[src/rtl/nq_mem_pkg.sv]
// Shared types/constants for the NanoQuarter memory-access path; no logic, no latency.
// State encoding is common to the controller and timeout counter; backpressure n/a.
package nq_mem_pkg;

    localparam int DATA_W_DEF  = 16;
    localparam int ADDR_W_DEF  = 16;
    localparam int TIMEOUT_DEF = 15;

    typedef enum logic [1:0] {
        ST_IDLE = 2'd0,
        ST_BUSY = 2'd1,
        ST_ERR  = 2'd2
    } mem_state_e;

    function automatic int tmo_cnt_w(input int timeout);
        return (timeout < 1) ? 1 : $clog2(timeout + 1);
    endfunction

endpackage

[src/rtl/mem_timeout_ctr.sv]
// BUSY-cycle watchdog: clears on BUSY entry, counts unacked BUSY cycles; expired_o is
// combinational in the last allowed cycle. No backpressure; an ack in that cycle suppresses expiry.
module mem_timeout_ctr
    import nq_mem_pkg::*;
#(
    parameter int TIMEOUT = TIMEOUT_DEF
) (
    input  logic clk_i,
    input  logic rst_i,
    input  logic start_i,
    input  logic busy_i,
    input  logic ack_i,
    output logic expired_o
);

    localparam int                CNT_W = tmo_cnt_w(TIMEOUT);
    localparam logic [CNT_W-1:0]  LAST  = CNT_W'(TIMEOUT - 1);

    logic [CNT_W-1:0] cnt_q, cnt_d;

    always_comb begin
        cnt_d = cnt_q;
        if (start_i) begin
            cnt_d = '0;
        end else if (busy_i && !ack_i) begin
            cnt_d = cnt_q + CNT_W'(1);
        end
    end

    always_ff @(posedge clk_i) begin
        if (rst_i) begin
            cnt_q <= '0;
        end else begin
            cnt_q <= cnt_d;
        end
    end

    // cnt_q == TIMEOUT-1 means this unacked cycle brings the count to TIMEOUT.
    assign expired_o = busy_i & ~ack_i & (cnt_q == LAST);

endmodule

[src/rtl/mem_access_ctrl.sv]
// Load/store responder with req/ack memory handshake; min load = 1 stall cycle, rdata 2 cycles after request.
// Stalls the pipeline while an access is outstanding; MEM_TIMEOUT_EN adds a sticky BUSY-timeout abort.
module mem_access_ctrl
    import nq_mem_pkg::*;
#(
    parameter int DATA_W  = DATA_W_DEF,
    parameter int ADDR_W  = ADDR_W_DEF,
    parameter int TIMEOUT = TIMEOUT_DEF
) (
    input  logic              clk,
    input  logic              rst,
    input  logic              memRd_flg,
    input  logic              memWrt_flg,
    input  logic              nop_flg,
    input  logic [ADDR_W-1:0] addr,
    input  logic [DATA_W-1:0] wdata,
    output logic              mem_req,
    output logic              mem_we,
    output logic [ADDR_W-1:0] mem_addr,
    output logic [DATA_W-1:0] mem_wdata,
    input  logic [DATA_W-1:0] mem_rdata,
    input  logic              mem_ack,
    output logic              stall_flg,
    output logic [DATA_W-1:0] rdata,
    output logic              rdata_vld,
    output logic              err_flg
);

    if (TIMEOUT < 1) begin : g_bad_timeout
        $error("mem_access_ctrl: TIMEOUT must be at least 1");
    end

    mem_state_e        state_q, state_d;
    logic              we_q;
    logic [ADDR_W-1:0] addr_q;
    logic [DATA_W-1:0] wdata_q;
    logic [DATA_W-1:0] rdata_q;
    logic              rdata_vld_q;

    logic new_req;
    logic load;
    logic busy;
    logic rd_done;
    logic expired;

    assign new_req = (memRd_flg | memWrt_flg) & ~nop_flg;
    assign busy    = (state_q == ST_BUSY);
    assign rd_done = busy & mem_ack & ~we_q;

`ifdef MEM_TIMEOUT_EN
    mem_timeout_ctr #(
        .TIMEOUT (TIMEOUT)
    ) u_tmo (
        .clk_i     (clk),
        .rst_i     (rst),
        .start_i   (load),
        .busy_i    (busy),
        .ack_i     (mem_ack),
        .expired_o (expired)
    );
    assign err_flg = (state_q == ST_ERR);
`else
    assign expired = 1'b0;
    assign err_flg = 1'b0;
`endif

    always_comb begin
        state_d   = state_q;
        stall_flg = 1'b0;
        load      = 1'b0;
        case (state_q)
            ST_IDLE: begin
                if (new_req) begin
                    stall_flg = 1'b1;
                    load      = 1'b1;
                    state_d   = ST_BUSY;
                end
            end
            ST_BUSY: begin
                // Ack beats expiry when both land in the same cycle.
                if (mem_ack) begin
                    state_d = ST_IDLE;
                end else begin
                    stall_flg = 1'b1;
                    if (expired) begin
                        state_d = ST_ERR;
                    end
                end
            end
`ifdef MEM_TIMEOUT_EN
            ST_ERR: begin
                state_d = ST_ERR;
            end
`endif
            default: begin
                state_d = ST_IDLE;
            end
        endcase
    end

    always_ff @(posedge clk) begin
        if (rst) begin
            state_q     <= ST_IDLE;
            we_q        <= 1'b0;
            addr_q      <= '0;
            wdata_q     <= '0;
            rdata_q     <= '0;
            rdata_vld_q <= 1'b0;
        end else begin
            state_q     <= state_d;
            rdata_vld_q <= rd_done;
            // Write wins when both request flags are set.
            if (load) begin
                we_q    <= memWrt_flg;
                addr_q  <= addr;
                wdata_q <= wdata;
            end
            if (rd_done) begin
                rdata_q <= mem_rdata;
            end
        end
    end

    assign mem_req   = busy;
    assign mem_we    = we_q;
    assign mem_addr  = addr_q;
    assign mem_wdata = wdata_q;
    assign rdata     = rdata_q;
    assign rdata_vld = rdata_vld_q;

endmodule

[config.mk]
export PLATFORM = sky130hd
export DESIGN_NAME = mem_access_ctrl
export DESIGN_NICKNAME = d
export VERILOG_FILES = /design/src/rtl/nq_mem_pkg.sv /design/src/rtl/mem_timeout_ctr.sv /design/src/rtl/mem_access_ctrl.sv
export SDC_FILE = /design/constraint.sdc
export NUM_CORES = 1
export LEC_CHECK = 0
export ABC_AREA = 1
export CAP_MARGIN = 10
export CORE_ASPECT_RATIO = 1.75
export CORE_MARGIN = 5
export CORE_UTILIZATION = 40
export CTS_BUF_LIST = sky130_fd_sc_hd__clkbuf_4
export CTS_CLUSTER_SIZE = 16
export DETAILED_ROUTE_END_ITERATION = 10
export GPL_ROUTABILITY_DRIVEN = 0
export PLACE_DENSITY = 0.9
export SYNTH_ARGS = -nofsm -noshare
export SYNTH_HDL_FRONTEND = slang
export SYNTH_SLANG_ARGS = --single-unit
[constraint.sdc]
create_clock -name clk -period 1.15 [get_ports clk]
set_input_delay 0.23 -clock clk [delete_from_list [all_inputs] [get_ports clk]]
set_output_delay 0.23 -clock clk [all_outputs]
set_load 0.02 [all_outputs]
-- Word level (Yosys, flattened, before mapping)
Cells that the tools add are included.
W data, S select, Z words.
- input bits: 54
- output and inout port bits: 53
- word-level logic and storage cells: 24
- flip-flop bits (word level): 52
- equality and inequality tests: 3
- reduce and logical (&&, ||, !) cells: 2
- muxes and demuxes: 7
- bitwise operators: 6
- operators by type and width (operator ; count):
    $mux W2 ; 2
    $ne A2 B2 Y1 const B ; 2
    $pmux W2 S2 ; 1
    $and A1 B1 Y1 ; 3
    $mux W1 ; 3
    $eq A2 B1 Y1 const B ; 1
    $logic_not A2 Y1 ; 1
    $not A1 Y1 ; 2
    $pmux W1 S2 ; 1
    $reduce_and A2 Y1 ; 1
    $or A1 B1 Y1 ; 1

-- Longest topological paths before layout
Gate-level depths: netlist of run 1.
- word-level depth: 4
- mapped depth: 7

-- Least setup slack after synthesis of run 1
No wires, ideal clock.
- kind: reg-to-reg
- from: register state_q[0]
- to: register rdata_q[10] (netlist: rdata[10])
- arrival: 1.085 ns
- stages on the path, launching flop included: 7
- slack: -0.050 ns
- library setup time: 0.116 ns
- clock period less this slack: 1.200 ns
- path through: dfxtp_1 > nand2_2 > nor2_4 > inv_2 > buf_6 > nor2_1 > nor2_1
- word-level cells in the longest chain between the ends: 3
- RTL lines (what ; line ; RTL):
    start, declared ; mem_access_ctrl.sv:33 ; mem_state_e state_q, state_d;
    start signal, assigned ; mem_access_ctrl.sv:110 ; state_q <= state_d;
    $eq A2 B1 Y1 ; mem_access_ctrl.sv:47 ; assign busy = (state_q == ST_BUSY);
    $and A1 B1 Y1 (2 in a row) ; mem_access_ctrl.sv:48 ; assign rd_done = busy & mem_ack & ~we_q;
    end signal, assigned ; mem_access_ctrl.sv:119 ; rdata_q <= mem_rdata;
    end, declared ; mem_access_ctrl.sv:37 ; logic [DATA_W-1:0] rdata_q;
No other way between the ends.
A chain may end at the register's enable or synchronous reset.

-- Final worst setup path of run 1
- from: input mem_ack
- to: output stall_flg
- word-level cells in the longest chain between the ends: 2
- RTL lines (what ; line ; RTL):
    start, declared ; mem_access_ctrl.sv:22 ; input logic mem_ack,
    $mux W1 ; mem_access_ctrl.sv:81 ; if (mem_ack) begin
    $pmux W1 S2 ; mem_access_ctrl.sv:71 ; case (state_q)
    end, declared ; mem_access_ctrl.sv:23 ; output logic stall_flg,
No other way between the ends.

==> run_summary.xml, run 1 <==
<?xml version="1.0" encoding="UTF-8"?>
<metrics>
  <group name="clock_tree">
    <metric name="clock-root-buffer" unit="">sky130_fd_sc_hd__clkbuf_4</metric>
    <metric name="clk_pin_slew_worst_paths" unit="ns">0.14</metric>
    <metric name="clock_tree_from_tritoncts" unit="">done</metric>
    <metric name="cts_hold_buffers" unit="">0</metric>
    <metric name="clkSinkCount" unit="">51</metric>
    <metric name="worst_skew_pair.late_latency" unit="ns">0.36</metric>
    <metric name="cts-root-to-sink-buffers" unit="">2</metric>
    <metric name="htreeDepth" unit="">2</metric>
    <metric name="cts-buffers-inserted" unit="">5</metric>
  </group>
  <group name="detailed_routing">
    <metric name="remaining_drc_errors" unit="">0</metric>
    <metric name="vias" unit="">2025</metric>
    <metric name="avgRoutedWirePerCell" unit="um">14.2</metric>
    <metric name="route.final.wire_length" unit="mm">6.08</metric>
    <metric name="drt_pre_antenna_iters" unit="">4</metric>
    <metric name="ant_nets" unit="">0</metric>
    <metric name="drt_first_iter_violations" unit="">60</metric>
    <metric name="post_drt_via_cell_ratio" unit="">4.74</metric>
  </group>
  <group name="cells_and_area">
    <metric name="finish.cell_count_without_fillers" unit="">427</metric>
    <metric name="fin_nets" unit="">427</metric>
    <metric name="layout.cell_area.non_filler" unit="um2">3230</metric>
    <metric name="syn2layout_area_growth" unit="%">59.2</metric>
    <metric name="n_fill_cell" unit="">435</metric>
    <metric name="postLayoutCoreUtil" unit="%">65.4</metric>
    <metric name="number_of_diodes" unit="">0</metric>
    <metric name="layout-drive-gt1-share" unit="%">30.0</metric>
  </group>
  <group name="power">
    <metric name="power.combinational.fraction" unit="%">27.8</metric>
    <metric name="cellLeakagePower" unit="nW">1.51</metric>
    <metric name="cell_internal_power_dissipation" unit="W">0.00267</metric>
    <metric name="switching_fraction" unit="%">29.3</metric>
    <metric name="power_density" unit="nW/um2">1170</metric>
    <metric name="power_frac_seq" unit="%">52.4</metric>
    <metric name="fin_total_pwr" unit="W">0.00378</metric>
    <metric name="p_switching" unit="W">0.00111</metric>
    <metric name="vdd.ir_drop.worst" unit="uV">1210</metric>
    <metric name="power.share.clock" unit="%">19.8</metric>
  </group>
  <group name="yosys">
    <metric name="netlist_area" unit="um2">2030</metric>
    <metric name="yosys_register_bits" unit="">51</metric>
    <metric name="yosys_warnings" unit="">0</metric>
    <metric name="postSynthNetCount" unit="">317</metric>
    <metric name="ys_types" unit="">18</metric>
    <metric name="synthesis.instances" unit="">263</metric>
    <metric name="synth.yosys.seq_area_share" unit="%">50.3</metric>
    <metric name="synth.avg_cell_area" unit="um2">7.71</metric>
  </group>
  <group name="min_path">
    <metric name="hold_class" unit="">in -&gt; reg</metric>
  </group>
  <group name="worst_setup_path">
    <metric name="cp_class" unit="">in -&gt; out</metric>
    <metric name="cp.arrival" unit="ns">1.06</metric>
    <metric name="critical_path_startpoint_category" unit="">input port</metric>
    <metric name="timing.critical_path.required" unit="ns">0.92</metric>
    <metric name="critical-path-top-delay-family" unit="">buffers and inverters</metric>
    <metric name="cp_max_fo" unit="">2</metric>
    <metric name="cpMaxStageDelayCell" unit="">sky130_fd_sc_hd__clkdlybuf4s50_1</metric>
    <metric name="critical_path.max_stage_delay" unit="ns">0.50</metric>
    <metric name="endpoint_class_of_the_critical_path" unit="">output pin</metric>
    <metric name="timing.critical_path.cells" unit="">clkdlybuf4s50_1 -&gt; inv_1 -&gt; nand2_1 -&gt; nand2_2 -&gt; buf_6</metric>
    <metric name="crit_buf_inv" unit="">3</metric>
  </group>
  <group name="place">
    <metric name="place.port_buffers" unit="">105</metric>
    <metric name="instance_area_at_placement" unit="um2">3160</metric>
    <metric name="pre_cts_ws" unit="ns">-0.641</metric>
    <metric name="placedCellCount" unit="">417</metric>
    <metric name="place.detailed.hpwl" unit="mm">4.29</metric>
  </group>
  <group name="floorplan">
    <metric name="ioPinCount" unit="">107</metric>
    <metric name="die_width" unit="um">63.8</metric>
    <metric name="die_height" unit="um">104</metric>
    <metric name="fp.coreArea" unit="um2">4930</metric>
    <metric name="dieArea" unit="um2">6650</metric>
    <metric name="floorplan.rows" unit="">34</metric>
    <metric name="start_util" unit="%">41.1</metric>
  </group>
  <group name="timing">
    <metric name="skew" unit="ns">0.0121</metric>
    <metric name="unrepaired_setup_endpoints_after_global_routing" unit="">yes</metric>
    <metric name="setup-violations-final" unit="">17</metric>
    <metric name="finalWorstSetupSlack" unit="ns">-0.139</metric>
    <metric name="fmaxAchievable" unit="MHz">776</metric>
    <metric name="finalWorstPathRequiredPeriod" unit="ns">1.29</metric>
    <metric name="slew_viol_final" unit="">0</metric>
    <metric name="final_hold_violating_endpoints" unit="">0</metric>
    <metric name="fin_crit_sh" unit="%">112</metric>
  </group>
  <group name="grt">
    <metric name="grt_overflow" unit="">0</metric>
    <metric name="pin_count_of_the_biggest_net_entering_global_routing" unit="">36</metric>
    <metric name="number_of_global_route_vias_before_repair" unit="">2103</metric>
    <metric name="grt_antenna_before_repair" unit="">0</metric>
    <metric name="global_route_wire_length_before_repair" unit="mm">9.66</metric>
    <metric name="grt_util_all_layers" unit="%">18.0</metric>
  </group>
  <group name="run_status">
    <metric name="failing_checks" unit="">negative setup slack</metric>
    <metric name="run_status" unit="">complete, but fails checks</metric>
  </group>
  <group name="job">
    <metric name="max_cap_viol_count" unit="">0</metric>
  </group>
</metrics>
stage by stage:
step	TNS (ns)	hold slack, ns
final	-1.26	0.273
after floorplan	0	0.292
after global routing	-3.72	0.252
after detailed placement	-16.26	0.473
after global placement	-14.60	0.463
after CTS	-1.17	0.261
metal layers:
| layer | track usage (%) | up-vias | wire length (um) |
|---|---|---|---|
| li1 | - | 1038 | - |
| met1 | 17.2 | 907 | 2100 |
| met2 | 32.7 | 68 | 3360 |
| met3 | 6.70 | 12 | 458 |
| met4 | 8.17 | 0 | 161 |
| met5 | 0 | - | 0 |
synth_stat cells:
library cell | n | area [um2]
sky130_fd_sc_hd__inv_2 | 1 | 3.75
sky130_fd_sc_hd__dfxtp_1 | 51 | 1020
sky130_fd_sc_hd__clkbuf_2 | 1 | 5.00
sky130_fd_sc_hd__nand2_2 | 2 | 12.5
sky130_fd_sc_hd__o21ai_1 | 1 | 5.00
sky130_fd_sc_hd__a21oi_1 | 2 | 10.0
sky130_fd_sc_hd__nor2_4 | 2 | 22.5
sky130_fd_sc_hd__nand3b_1 | 32 | 240
sky130_fd_sc_hd__buf_6 | 4 | 45.0
sky130_fd_sc_hd__nand2_1 | 37 | 139
sky130_fd_sc_hd__buf_1 | 1 | 3.75
sky130_fd_sc_hd__buf_2 | 10 | 50.1
sky130_fd_sc_hd__buf_4 | 1 | 7.51
sky130_fd_sc_hd__nor2_1 | 97 | 364
sky130_fd_sc_hd__o21ai_0 | 15 | 75.1
sky130_fd_sc_hd__conb_1 | 1 | 3.75
sky130_fd_sc_hd__clkinv_2 | 1 | 5.00
sky130_fd_sc_hd__inv_1 | 4 | 15.0
worst min-delay path, cell delays in order:
cell and delay [ns]:
sky130_fd_sc_hd__dlygate4sd2_1 0.26, sky130_fd_sc_hd__nand2_1 0.07, sky130_fd_sc_hd__a21oi_1 0.06
worst paths after layout:
path,from,to,slack [ns],cells past startpoint
worst max-delay path,mem_ack,stall_flg,-0.14,5
worst min-delay path,memWrt_flg,mem_we,0.27,3
worst max register to register,state_q[0],mem_addr[1],-0.09,7
worst min register to register,mem_addr[4],mem_addr[4],0.49,2
placed cells by master, fill, tap and decap left out:
cell                              count
sky130_fd_sc_hd__nor2_4               2
sky130_fd_sc_hd__dlygate4sd2_1        1
sky130_fd_sc_hd__clkbuf_4             5
sky130_fd_sc_hd__buf_12               3
sky130_fd_sc_hd__inv_4                1
sky130_fd_sc_hd__buf_6                2
sky130_fd_sc_hd__dfxtp_2             29
sky130_fd_sc_hd__o21ai_0             15
sky130_fd_sc_hd__dfxtp_1             22
sky130_fd_sc_hd__clkinv_1             1
sky130_fd_sc_hd__bufbuf_16            2
sky130_fd_sc_hd__buf_4               55
sky130_fd_sc_hd__nand3b_1            32
sky130_fd_sc_hd__nand2_1             35
sky130_fd_sc_hd__nor2_2               2
sky130_fd_sc_hd__nand2_2              4
sky130_fd_sc_hd__clkinv_2             1
sky130_fd_sc_hd__o21ai_1              1
sky130_fd_sc_hd__buf_2                4
sky130_fd_sc_hd__nor2_1              95
sky130_fd_sc_hd__clkinv_8             1
sky130_fd_sc_hd__clkdlybuf4s50_1     52
sky130_fd_sc_hd__a21oi_1              2
sky130_fd_sc_hd__inv_1                4
sky130_fd_sc_hd__conb_1               1
sky130_fd_sc_hd__buf_16               1
cell families (layout without fill, tap and decap cells):
kind of cell           Yosys count  count (layout)  share of synthesized area [%]
AO/OA/AOI/OAI                   18              18                           4.44
AND/OR/NAND/NOR                170             170                           38.4
buffers and inverters           23             133                           6.66
other                            1               1                          0.185
flip-flops                      51              51                           50.3
cell type report:
cell class	instances	area [um2]	share of cell area, %
clock inverter	2	8.76	0.271
inverter	6	37.5	1.16
clock buffer	5	37.5	1.16
tap	54	67.6	2.09
timing repair buffer	120	1140	35.2
sequential	51	1060	32.8
multi-input combinational	189	882	27.3
flip-flops by register name, summed over array words and instances (netlist names):
| name | cells |
|---|---|
| mem_addr | 16 |
| mem_wdata | 16 |
| mem_we | 1 |
| rdata | 16 |
| rdata_vld | 1 |
| state_q | 1 |
power by group through the flow:
stage	Clock (W)	Combinational (W)	Sequential, W
final	0.000750	0.00105	0.00198
after global routing	0.000854	0.00113	0.00199
after CTS	0.000762	0.000996	0.00196
after detailed placement	0	0.00103	0.00200
after global placement	0	0.00101	0.00200
after floorplan	0	0.000331	0.00216
what timing repair did:
| action | in CTS | in global routing |
|---|---|---|
| cloned | 3 | 0 |
| setup buffers | 2 | 0 |
| pin swaps | 3 | 0 |
| endpoints found under the setup margin | 57 | 98 |
| resized for setup | 220 | 76 |
| hold endpoints to repair | 0 | 0 |
Power figures use the tool's default switching activity.
==> run 2: changes to the inputs <==
--- a/config.mk
+++ b/config.mk
@@ -6,6 +6,7 @@
 export NUM_CORES = 1
 export LEC_CHECK = 0
 export ABC_AREA = 1
+export ABC_CLOCK_PERIOD_IN_PS = 1150
 export CAP_MARGIN = 10
 export CORE_ASPECT_RATIO = 1.75
 export CORE_MARGIN = 5
==> results of run 2 <==
The final DEF is identical to that of run 1; final timing and power are the same.
